===== src/rtl/serial_add_pkg.sv =====
// Shared definitions for the bit-serial adder/subtractor controller:
// FSM state encoding and the bit-counter width rule.
package serial_add_pkg;

    typedef enum logic [1:0] {
        ST_IDLE = 2'd0,
        ST_RUN  = 2'd1,
        ST_DONE = 2'd2
    } state_t;

    // Counter must reach WIDTH itself, not just WIDTH-1.
    function automatic int cnt_width(input int width);
        return $clog2(width + 1);
    endfunction

endpackage


===== src/rtl/fa_cell.sv =====
// Gate-level 1-bit full adder; the only arithmetic in the serial datapath.
module fa_cell (
    input  logic x1,
    input  logic x2,
    input  logic in_c,
    output logic s,
    output logic out_c
);

    logic p;
    logic g;
    logic t;

    xor g_p   (p, x1, x2);
    xor g_s   (s, p, in_c);
    and g_g   (g, x1, x2);
    and g_t   (t, p, in_c);
    or  g_c   (out_c, g, t);

endmodule


===== src/rtl/serial_add_ctrl.sv =====
// Bit-serial add/subtract controller: one full-adder cell, LSB first, WIDTH bit-cycles.
// Subtraction is compiled in only when SERIAL_ADD_CTRL_SUB_EN is defined.
module serial_add_ctrl
    import serial_add_pkg::*;
#(
    parameter int WIDTH = 16
) (
    input  logic             clk,
    input  logic             rst_n,
    input  logic             start,
    input  logic             op,
    input  logic [WIDTH-1:0] a,
    input  logic [WIDTH-1:0] b,
    output logic             busy,
    output logic             done,
    output logic [WIDTH-1:0] sum,
    output logic             cout,
    output logic             ovf
);

    localparam int             CW      = cnt_width(WIDTH);
    localparam logic [CW-1:0]  LAST    = CW'(WIDTH);
    localparam logic [CW-1:0]  LAST_M1 = CW'(WIDTH - 1);

    state_t           state_q;
    state_t           state_d;
    logic [CW-1:0]    cnt_q;
    logic [WIDTH-1:0] a_sh;
    logic [WIDTH-1:0] b_sh;
    logic [WIDTH-1:0] sum_q;
    logic             carry_q;
    logic             cout_q;
    logic             ovf_q;
    logic             sub;
    logic             accept;
    logic             step;
    logic             fa_s;
    logic             fa_c;

`ifdef SERIAL_ADD_CTRL_SUB_EN
    assign sub = op;
`else
    logic unused_op;
    assign unused_op = op;
    assign sub       = 1'b0;
`endif

    // A start seen in RUN is dropped, never queued.
    assign accept = start && (state_q != ST_RUN);
    assign step   = (state_q == ST_RUN) && (cnt_q != LAST);

    fa_cell u_fa (
        .x1    (a_sh[0]),
        .x2    (b_sh[0]),
        .in_c  (carry_q),
        .s     (fa_s),
        .out_c (fa_c)
    );

    always_ff @(posedge clk) begin
        if (!rst_n) begin
            state_q <= ST_IDLE;
        end else begin
            state_q <= state_d;
        end
    end

    always_comb begin
        state_d = state_q;
        case (state_q)
            ST_IDLE: if (start) state_d = ST_RUN;
            ST_RUN:  if (cnt_q == LAST) state_d = ST_DONE;
            ST_DONE: state_d = start ? ST_RUN : ST_IDLE;
            default: state_d = ST_IDLE;
        endcase
    end

    always_ff @(posedge clk) begin
        if (!rst_n) begin
            cnt_q   <= '0;
            a_sh    <= '0;
            b_sh    <= '0;
            sum_q   <= '0;
            carry_q <= 1'b0;
            cout_q  <= 1'b0;
            ovf_q   <= 1'b0;
        end else if (accept) begin
            cnt_q   <= '0;
            a_sh    <= a;
            b_sh    <= sub ? ~b : b;
            carry_q <= sub;
        end else if (step) begin
            a_sh    <= a_sh >> 1;
            b_sh    <= b_sh >> 1;
            sum_q   <= {fa_s, sum_q[WIDTH-1:1]};
            carry_q <= fa_c;
            cnt_q   <= cnt_q + CW'(1);
            // Flags come from the MSB cell: carry in vs. carry out.
            if (cnt_q == LAST_M1) begin
                cout_q <= fa_c;
                ovf_q  <= carry_q ^ fa_c;
            end
        end
    end

    assign busy = (state_q == ST_RUN);
    assign done = (state_q == ST_DONE);
    assign sum  = sum_q;
    assign cout = cout_q;
    assign ovf  = ovf_q;

endmodule


===== config.mk =====
export PLATFORM = sky130hd
export DESIGN_NAME = serial_add_ctrl
export DESIGN_NICKNAME = d
export VERILOG_FILES = /design/src/rtl/serial_add_pkg.sv /design/src/rtl/fa_cell.sv /design/src/rtl/serial_add_ctrl.sv
export SDC_FILE = /design/constraint.sdc
export NUM_CORES = 1
export LEC_CHECK = 0
export ABC_AREA = 0
export BUFFER_PORTS_ARGS = -buffer_cell sky130_fd_sc_hd__buf_4
export CORE_MARGIN = 3
export CORE_UTILIZATION = 48
export CTS_BUF_LIST = sky130_fd_sc_hd__clkbuf_16
export CTS_CLUSTER_DIAMETER = 150
export DETAILED_ROUTE_END_ITERATION = 8
export PLACE_DENSITY = 0.75
export SYNTH_ARGS = -nofsm -noshare
export SYNTH_HDL_FRONTEND = slang
export SYNTH_SLANG_ARGS = --single-unit

===== constraint.sdc =====
create_clock -name clk -period 1.5 [get_ports clk]
set_clock_uncertainty 0.1 [all_clocks]
set_input_delay 0.075 -clock clk [delete_from_list [all_inputs] [get_ports clk]]
set_output_delay 0.075 -clock clk [all_outputs]
set_load 0.1 [all_outputs]

==> impl_metrics.tcl, run 1 <==
set metrics [dict create \
    result_of_the_run "complete, but fails checks" \
    violations "setup timing" \
    post-route-drc-count 0 \
    finalWorstPathRequiredPeriod_ps 1590 \
    worst_setup_end_kind "register" \
    worstSkewPairLatency_ps 320 \
    floorplan.io_pins 56 \
    synthesis.instances 267 \
    post-dp-hpwl_um 3670 \
    stdcell_area_um2 3700 \
    via_count 2276 \
    worstHoldPathType "reg -> reg" \
    synth.cell_area_um2 2450 \
    yosys_register_bits 58 \
    first_pass_iters 4 \
    path_class "reg -> reg" \
    ir_worst_vdd_mv 0.687 \
    cts_root_buf "sky130_fd_sc_hd__clkbuf_16" \
    maxClockFrequency_mhz 630 \
    power.static_leakage_uw 0.00140 \
    max_h_tree_level 3 \
    setup-violations-final 9 \
    tritoncts "done" \
    die_y_um 77.5 \
    antenna_found_initial 0 \
    yosys.cell_types.count 30 \
    grt_pass1_vias 2320 \
    clock_path_buffers 2 \
    drtAntennaViolNets 0 \
    final.fill_count 309 \
    worst-endpoint-required_ps 1600 \
    power_frac_comb_pct 16.8 \
    finalCoreUtilization_pct 76.9 \
    buffer_ports.inserted 54 \
    drive_gt1_share_pct 35.6 \
    timing_max_transition_violations_final 0 \
    wire_length_of_the_first_global_routing_pass_um 10400 \
    crit_path_start_kind "register" \
    switching_power_uw 1050 \
    hold_viol_final 0 \
    rsz0062_at_grt "true" \
    worst_ep_arrival_time_ps 1690 \
    clock_sink_count 58 \
    std_cell_rows 25 \
    clkSlewWorstSetupHoldPaths_ps 50 \
    synth.yosys.warnings 0 \
    synth-seq-area-share_pct 47.3 \
    synth_fp_nets 307 \
    worst_hold_slack_ps 357 \
    netSwitchingFraction_pct 25.7 \
    routed_via_density 5.27 \
    clock_power_share_pct 41.9 \
    max_slew.worst_pin.slew_ps 369 \
    grt_start_max_net_pins 33 \
    globalRoute.totalOverflow 0 \
    syn_to_final_growth_pct 51.0 \
    dpl-instance-area_um2 2980 \
    pwr_density_cell_nw_per_um2 1100 \
    period_share_pct 106 \
    timing.critical_path.fanout_max 12 \
    core-area_um2 4820 \
    mean_instance_size_in_the_synthesized_netlist_um2 9.18 \
    timing.final.ws_setup_ps -87.7 \
    rrSetupSlack_ps -90 \
    intPower_uw 3030 \
    antenna_cells_inserted 0 \
    design.die.area_um2 6000 \
    drt-total-wl_um 6470 \
    nNetsFinal 401 \
    dr.first_iter.drc_count 118 \
    routedWlPerCell_um 15.0 \
    max_slew_margin_pct 75.3 \
    cts-buffers-inserted 9 \
    drv.max_cap_violation_count 0 \
    grtUsageTotal_pct 21.7 \
    starting_utilization_of_the_core_area_pct 50.9 \
    place_congestion 0.746 \
    die_w_um 77.5 \
    pwr-share-seq_pct 41.3 \
]
metrics by stage:
step | total power, uW | TNS (ps) | setup slack (ps) | std cells
after floorplan | 2080 | -716 | -26.2 | 267
after global placement | 2250 | 0 | 4.87 | 380
after detailed placement | 2260 | -21.4 | -12.1 | 380
after CTS | 4050 | -299 | -35.6 | 430
after global routing | 4250 | -2860 | -148 | 432
final | 4080 | -200 | -87.7 | 432
repair_timing:
item / 4_1_cts / 5_1_grt
gates resized for setup: 5 / 17
hold buffers: 34 / 0
endpoints found under the setup margin: 16 / 53
pin swaps: 8 / 9
setup buffers: 1 / 1
endpoints found under the hold margin: 34 / 0
gates cloned: 0 / 1
cell families after synthesis:
group	Yosys count	synth area share, %
DFF	58	47.3
xor gates and xnor gates	4	1.43
AOI/OAI and AO/OA	80	24.8
and+or+nand+nor	95	17.4
adders and majority gates	4	2.35
muxes	1	0.918
buffers and inverters	25	5.77
power groups by stage:
| stage | Sequential, uW | Combinational [uW] | Clock [uW] |
|---|---|---|---|
| floorplan | 1710 | 368 | 0 |
| global placement | 1700 | 545 | 0 |
| detailed placement | 1710 | 550 | 0 |
| CTS | 1680 | 638 | 1740 |
| global route | 1690 | 741 | 1820 |
| finish | 1680 | 686 | 1710 |
cells in the mapped netlist:
cell                         n  area [um^2]
sky130_fd_sc_hd__a22oi_1     1         7.51
sky130_fd_sc_hd__nand2_1    65          244
sky130_fd_sc_hd__nor2b_1     1         6.26
sky130_fd_sc_hd__xnor2_1     2         17.5
sky130_fd_sc_hd__and3_1      2         12.5
sky130_fd_sc_hd__o221ai_1    6         52.6
sky130_fd_sc_hd__mux2i_4     1         22.5
sky130_fd_sc_hd__inv_1       4         15.0
sky130_fd_sc_hd__nand4bb_4   1         27.5
sky130_fd_sc_hd__fa_1        1         20.0
sky130_fd_sc_hd__clkbuf_1    6         22.5
sky130_fd_sc_hd__nor2_1      9         33.8
sky130_fd_sc_hd__o21ai_0     2         10.0
sky130_fd_sc_hd__dfxtp_1    58         1160
sky130_fd_sc_hd__nand2b_1    1         6.26
sky130_fd_sc_hd__nor3_1      7         35.0
sky130_fd_sc_hd__a21oi_1    47          235
sky130_fd_sc_hd__nand2_2     1         6.26
sky130_fd_sc_hd__and2_4      1         8.76
sky130_fd_sc_hd__a311oi_2    1         15.0
sky130_fd_sc_hd__and2_1      1         6.26
sky130_fd_sc_hd__nand4_1     1         6.26
sky130_fd_sc_hd__nand3_1     4         20.0
sky130_fd_sc_hd__a22oi_2    23          288
sky130_fd_sc_hd__nand2b_4    1         13.8
sky130_fd_sc_hd__inv_2       2         7.51
sky130_fd_sc_hd__buf_6       5         56.3
sky130_fd_sc_hd__xor2_1      2         17.5
sky130_fd_sc_hd__buf_2       8         40.0
sky130_fd_sc_hd__ha_1        3         37.5
path summary, 6_finish.rpt:
check                   startpoint              endpoint  depth (start not counted)
max          cnt_q[1]$_SDFFE_PP0N_  a_sh[5]$_SDFFE_PN0P_                          8
min            sum[0]$_SDFFE_PN0P_   sum[0]$_SDFFE_PN0P_                          2
max reg2reg  cnt_q[1]$_SDFFE_PP0N_  a_sh[5]$_SDFFE_PN0P_                          8
min reg2reg    sum[0]$_SDFFE_PN0P_   sum[0]$_SDFFE_PN0P_                          2
placed cells by master, fill, tap and decap left out, drive strengths merged, types with 3 or more instances in the layout:
cell         Yosys  routed
a21oi           47      47
inv              6       6
dfxtp           58      58
dlygate4sd3      0      34
a22oi           24      24
nor2             9       9
clkinv           0       6
clkbuf           6      10
ha               3       3
nor3             7       7
nand2           66      66
buf             13      67
nand3            4       4
o221ai           6       6
state kept, by name, summed over array words and instances (netlist names):
name,cells
a_sh,16
sum,16
state_q,2
carry_q,1
cnt_q,5
b_sh,16
cout,1
ovf,1
final cells by class:
| class | count | area (um^2) | share of cell area, % |
|---|---|---|---|
| multi-input cells | 184 | 1240 | 33.6 |
| flip-flops and latches | 58 | 1170 | 31.6 |
| repair buffers | 102 | 930 | 25.1 |
| clock buffers | 9 | 225 | 6.08 |
| well taps | 67 | 83.8 | 2.26 |
| inverters | 6 | 27.5 | 0.743 |
| clock inverters | 6 | 25.0 | 0.676 |
per-layer routing:
metal / vias to the layer above / wire, um / global-route usage, %
li1: 1117 / - / -
met3: 10 / 304 / 5.45
met4: 0 / 97 / 8.72
met1: 1082 / 2660 / 25.7
met5: - / 0 / 0
met2: 67 / 3410 / 37.3
critical path: stages, from the launching register on:
cell,delay (ps)
sky130_fd_sc_hd__dfxtp_4,360
sky130_fd_sc_hd__inv_2,40
sky130_fd_sc_hd__ha_4,150
sky130_fd_sc_hd__nand4bb_4,100
sky130_fd_sc_hd__buf_4,140
sky130_fd_sc_hd__nand2_4,70
sky130_fd_sc_hd__buf_12,150
sky130_fd_sc_hd__o221ai_1,270
sky130_fd_sc_hd__nor2_1,70
No activity file was read; power rests on OpenSTA's default activity.
==> inputs of run 2 (changes only) <==
Settings changed: PLACE_DENSITY 0.75 to default, PLACE_DENSITY_LB_ADDON from default to 0.12.
==> run 2 against run 1 <==
Net effect: the run still ends with setup timing left; register-to-register slack worse by 90 ps; sequential share of layout area decreased by 3.4 points; clock power up 3%; via count is 8.5% higher; worst setup slack worse by 85 ps.
==> impl_metrics.tcl, run 2 (synthesis results as in run 1) <==
set metrics [dict create \
    result_of_the_run "complete, but fails checks" \
    violations "setup timing" \
    timing.final.ws_setup_ps -173 \
    slowest_delay_ps 350 \
    die_y_um 77.5 \
    drtAntennaViolNets 0 \
    antenna_found_initial 0 \
    layout_commonest_cell "sky130_fd_sc_hd__buf_4" \
    core-area_um2 4820 \
    nNetsFinal 417 \
    hold_viol_final 0 \
    antenna_cells_inserted 0 \
    place_congestion 0.732 \
    max_slew.worst_pin.slew_ps 425 \
    drt-total-wl_um 8130 \
    clock_path_buffers 2 \
    drive_gt1_share_pct 48.7 \
    floorplan.io_pins 56 \
    worst_hold_slack_ps 368 \
    routed_via_density 5.50 \
    tritoncts "done" \
    starting_utilization_of_the_core_area_pct 50.9 \
    ir_worst_vdd_mv 1.01 \
    worstHoldPathType "reg -> reg" \
    globalRoute.totalOverflow 0 \
    setup-violations-final 51 \
    design.die.area_um2 6000 \
    via_count 2469 \
    buffer_ports.inserted 54 \
    max_h_tree_level 3 \
    path_class "reg -> reg" \
    syn_to_final_growth_pct 69.1 \
    crit_path_start_kind "register" \
    drv.max_cap_violation_count 0 \
    rsz0062_at_grt "true" \
    clkSlewWorstSetupHoldPaths_ps 50 \
    finalCoreUtilization_pct 86.1 \
    die_w_um 77.5 \
    critical_path.most_common_cell "sky130_fd_sc_hd__buf_6" \
    cts_root_buf "sky130_fd_sc_hd__clkbuf_16" \
    cts-buffers-inserted 9 \
    wire_length_of_the_first_global_routing_pass_um 10500 \
    period_share_pct 112 \
    worstSkewPairLatency_ps 320 \
    cp_slowest_cell "sky130_fd_sc_hd__dfxtp_4" \
    finalWorstPathRequiredPeriod_ps 1670 \
    place_worst_setup_slack_ps -53.7 \
    routedWlPerCell_um 18.1 \
    first_pass_iters 4 \
    most-common-layout-cells "sky130_fd_sc_hd__buf_4, sky130_fd_sc_hd__dfxtp_1, sky130_fd_sc_hd__nand2_1" \
    worst_setup_end_kind "register" \
    std_cell_rows 25 \
    grtUsageTotal_pct 22.3 \
    worstPathCellList "inv_4 -> ha_4 -> nand4bb_4 -> buf_6 -> mux2i_4 -> buf_6 -> buf_6 -> nand2_1 -> a21oi_1" \
    post-route-drc-count 0 \
    dr.first_iter.drc_count 200 \
    power.static_leakage_uw 0.00159 \
    maxClockFrequency_mhz 598 \
    clock_sink_count 58 \
    timing.critical_path.fanout_max 6 \
    grt_start_max_net_pins 33 \
    worst_ep_arrival_time_ps 1820 \
    post-dp-hpwl_um 3570 \
    max_slew_margin_pct 71.7 \
    grt_pass1_vias 2231 \
    timing_max_transition_violations_final 0 \
    pwr_density_cell_nw_per_um2 1050 \
    worst-endpoint-required_ps 1650 \
]
## run 2: cell types whose count changed in the layout (fill, tap and decap cells not counted), moves of 2 or more
cell | previous run | this run
sky130_fd_sc_hd__a21oi_1 | 41 | 20
sky130_fd_sc_hd__nand2_2 | 0 | 6
sky130_fd_sc_hd__nand2_4 | 1 | 4
sky130_fd_sc_hd__clkinv_1 | 4 | 1
sky130_fd_sc_hd__buf_12 | 4 | 6
sky130_fd_sc_hd__buf_4 | 60 | 65
sky130_fd_sc_hd__inv_1 | 2 | 5
sky130_fd_sc_hd__nand2_1 | 65 | 55
sky130_fd_sc_hd__nor3_1 | 3 | 1
sky130_fd_sc_hd__buf_6 | 3 | 6
sky130_fd_sc_hd__clkbuf_16 | 10 | 14
sky130_fd_sc_hd__a21oi_2 | 6 | 26
## run 2: power breakdown
part           switching [uW]  total, uW  internal (uW)
clock network             679       1760           1080
registers                65.7       1690           1620
logic                     452        921            469
## run 2: what timing repair did
action                                 in CTS  in global routing
hold buffers                               34                  0
setup buffers                               5                  3
pin swaps                                   1                 22
gates cloned                                1                  7
setup endpoints to repair                  22                 53
endpoints found under the hold margin      34                  0
resized for setup                          15                 62
## run 2: path summary, 6_finish.rpt
path,start,end,slack [ps],depth (start not counted)
min reg2reg,b_sh[13]$_SDFFE_PN0P_,b_sh[13]$_SDFFE_PN0P_,370,2
max,cnt_q[0]$_SDFFE_PP0N_,a_sh[13]$_SDFFE_PN0P_,-170,9
max reg2reg,cnt_q[0]$_SDFFE_PP0N_,a_sh[13]$_SDFFE_PN0P_,-170,9
min,b_sh[13]$_SDFFE_PN0P_,b_sh[13]$_SDFFE_PN0P_,370,2
## run 2: stage by stage
step	cells	instance area, um^2	power, uW	setup TNS [ps]
finish	449	4150	4370	-3800
floorplan	267	2480	2080	-716
CTS	439	3750	4150	-513
detailed placement	383	3010	2270	-98.0
global route	449	4150	4500	-7380
global placement	383	3010	2270	-15.9
## run 2: area by class of cell
cell class	count	area (um^2)
Fill cell	241	671
Multi-Input combinational cell	184	1430
Clock buffer	9	225
Clock inverter	7	30.0
Tap cell	67	83.8
Timing Repair Buffer	118	1180
Sequential cell	58	1170
Inverter	6	30.0
## run 2: per-layer routing
metal	up-vias	global-route usage, %	part of all wire (%)
met3	21	7.77	5.9
met2	88	37.8	52
met5	-	0	0
li1	1153	-	-
met4	0	7.30	2.8
met1	1207	26.3	39
## run 2: worst max-delay path, delay by kind of cell, from the launching register on
kind	cells	cell delay [ps]
buffers and inverters	4	480
muxes	1	180
DFF	1	350
AOI/OAI and AO/OA	1	150
and+or+nand+nor	2	210
adders and majority gates	1	120
==> inputs of run 3 (changes only) <==
Settings changed: BUFFER_PORTS_ARGS -buffer_cell sky130_fd_sc_hd__buf_4 to -buffer_cell sky130_fd_sc_hd__buf_2.
==> run 3 against run 2 <==
Net effect: the flow still finishes with violations (setup timing); first-iteration DRC count shrank 28%; sequential cell count is the same; sequential power is essentially flat; critical endpoint is now a_sh[12]$_SDFFE_PN0P_; highest routed layer unchanged.
==> impl_metrics.tcl, run 3 (synthesis results as in run 1) <==
set metrics [dict create \
    routed_via_density 5.28 \
    clock_path_buffers 2 \
    drt-total-wl_um 6710 \
    place_congestion 0.755 \
    grtUsageTotal_pct 22.2 \
    pwr_density_cell_nw_per_um2 1120 \
    syn_to_final_growth_pct 52.3 \
    die_y_um 77.5 \
    post-dp-hpwl_um 3500 \
    die_w_um 77.5 \
    wire_length_of_the_first_global_routing_pass_um 10700 \
    stdcell_area_um2 3730 \
    setup-violations-final 23 \
    use_met2_pct 35.7 \
    globalRouteMet1Util_pct 28.7 \
    max_slew.worst_pin.slew_ps 578 \
    core-area_um2 4820 \
    finalCoreUtilization_pct 77.5 \
    dr.first_iter.drc_count 144 \
    floorplan.io_pins 56 \
    routedWlPerCell_um 15.4 \
    worstHoldPathType "in -> reg" \
    globalRoute.totalOverflow 0 \
    crit_path_start_kind "register" \
    final-instance-count-excl-fill 437 \
    clkSlewWorstSetupHoldPaths_ps 50 \
    most-common-layout-cells "sky130_fd_sc_hd__nand2_1, sky130_fd_sc_hd__dfxtp_1, sky130_fd_sc_hd__buf_2" \
    drive_gt1_share_pct 40.0 \
    tritoncts "done" \
    via_count 2309 \
    nNetsFinal 406 \
    timing.final.ws_setup_ps -76.3 \
    clock_sink_count 58 \
    drv.max_cap_violation_count 0 \
    ir_worst_vdd_mv 0.786 \
    layout_commonest_cell "sky130_fd_sc_hd__nand2_1" \
    maxClockFrequency_mhz 634 \
    rsz0062_at_grt "true" \
    worst-endpoint-required_ps 1650 \
    worst_hold_slack_ps 14.4 \
    worstSkewPairLatency_ps 320 \
    grt_busiest_layer "met2" \
    max_h_tree_level 3 \
    cts_root_buf "sky130_fd_sc_hd__clkbuf_16" \
    post-route-drc-count 0 \
    grt_pass1_vias 2272 \
    cts-buffers-inserted 9 \
    first_pass_iters 4 \
    std_cell_rows 25 \
    placedCellCount 381 \
    timing.critical_path.fanout_max 6 \
    violations "setup timing" \
    antenna_cells_inserted 0 \
    starting_utilization_of_the_core_area_pct 50.9 \
    hold_viol_final 0 \
    period_share_pct 105 \
    antenna_found_initial 0 \
    worst_setup_end_kind "register" \
    dpl-instance-area_um2 2900 \
    max_slew_margin_pct 61.4 \
    path_class "reg -> reg" \
    timing_max_transition_violations_final 0 \
    grt_start_max_net_pins 33 \
    finalWorstPathRequiredPeriod_ps 1580 \
    buffer_ports.inserted 54 \
    drtAntennaViolNets 0 \
    result_of_the_run "complete, but fails checks" \
    design.die.area_um2 6000 \
    met3_usage_pct 6.15 \
    worst_ep_arrival_time_ps 1720 \
    power.static_leakage_uw 0.00144 \
]
-- run 3: cell types whose count changed in the layout (fill, tap and decap cells not counted), moves of 3 or more --
cell	before	now
sky130_fd_sc_hd__buf_6	6	2
sky130_fd_sc_hd__a21oi_1	20	30
sky130_fd_sc_hd__buf_12	6	9
sky130_fd_sc_hd__nand2_2	6	2
sky130_fd_sc_hd__nand2_4	4	0
sky130_fd_sc_hd__clkbuf_16	14	11
sky130_fd_sc_hd__a21oi_2	26	17
sky130_fd_sc_hd__nand2_1	55	64
sky130_fd_sc_hd__buf_4	65	7
sky130_fd_sc_hd__buf_2	0	53
-- run 3: power by group --
group | internal (uW) | total [uW] | switching, uW
Clock | 1080 | 1720 | 645
Combinational | 376 | 765 | 389
Sequential | 1620 | 1680 | 57.6
Total | 3080 | 4170 | 1090
-- run 3: worst paths after layout --
check	from	slack, ps	depth (start not counted)	end
min reg2reg	sum[0]$_SDFFE_PN0P_	360	2	sum[0]$_SDFFE_PN0P_
max reg2reg	cnt_q[0]$_SDFFE_PP0N_	-80	9	a_sh[12]$_SDFFE_PN0P_
min	rst_n	10	3	a_sh[3]$_SDFFE_PN0P_
max	cnt_q[0]$_SDFFE_PP0N_	-80	9	a_sh[12]$_SDFFE_PN0P_
-- run 3: repair_timing --
action | in CTS | in global routing
hold buffers | 33 | 0
pin swaps | 1 | 4
endpoints found under the setup margin | 9 | 45
gates cloned | 1 | 3
endpoints found under the hold margin | 33 | 0
resized for setup | 2 | 28
buffers inserted | 2 | 2
-- run 3: layout make-up --
class                   instances  area, um^2
repair buffers                107         928
fillers                       332        1080
clock inverters                 6        27.5
well taps                      67        83.8
inverters                       6        27.5
flip-flops and latches         58        1160
multi-input cells             184        1280
clock buffers                   9         225
-- run 3: worst max-delay path, cell delays in order (launching register included) --
cell                        delay, ps
sky130_fd_sc_hd__dfxtp_2          310
sky130_fd_sc_hd__inv_2             60
sky130_fd_sc_hd__ha_4             130
sky130_fd_sc_hd__nand4bb_4        110
sky130_fd_sc_hd__buf_6            140
sky130_fd_sc_hd__mux2i_4          150
sky130_fd_sc_hd__buf_12           140
sky130_fd_sc_hd__clkbuf_16        140
sky130_fd_sc_hd__nand2_1           80
sky130_fd_sc_hd__a21oi_2          130
-- run 3: metrics by stage --
stage / setup WS [ps] / TNS, ps / total power, uW
final: -76.3 / -678 / 4170
after detailed placement: -47.9 / -94.0 / 2260
after floorplan: -26.2 / -716 / 2080
after global routing: -138 / -2370 / 4350
after global placement: -16.7 / -16.7 / 2250
after CTS: -25.5 / -28.4 / 4070
-- run 3: layer usage --
| layer | up-vias | share of wire, % |
|---|---|---|
| met5 | - | 0 |
| met4 | 0 | 2.0 |
| met3 | 15 | 5.1 |
| met2 | 69 | 49 |
| met1 | 1100 | 44 |
| li1 | 1125 | - |
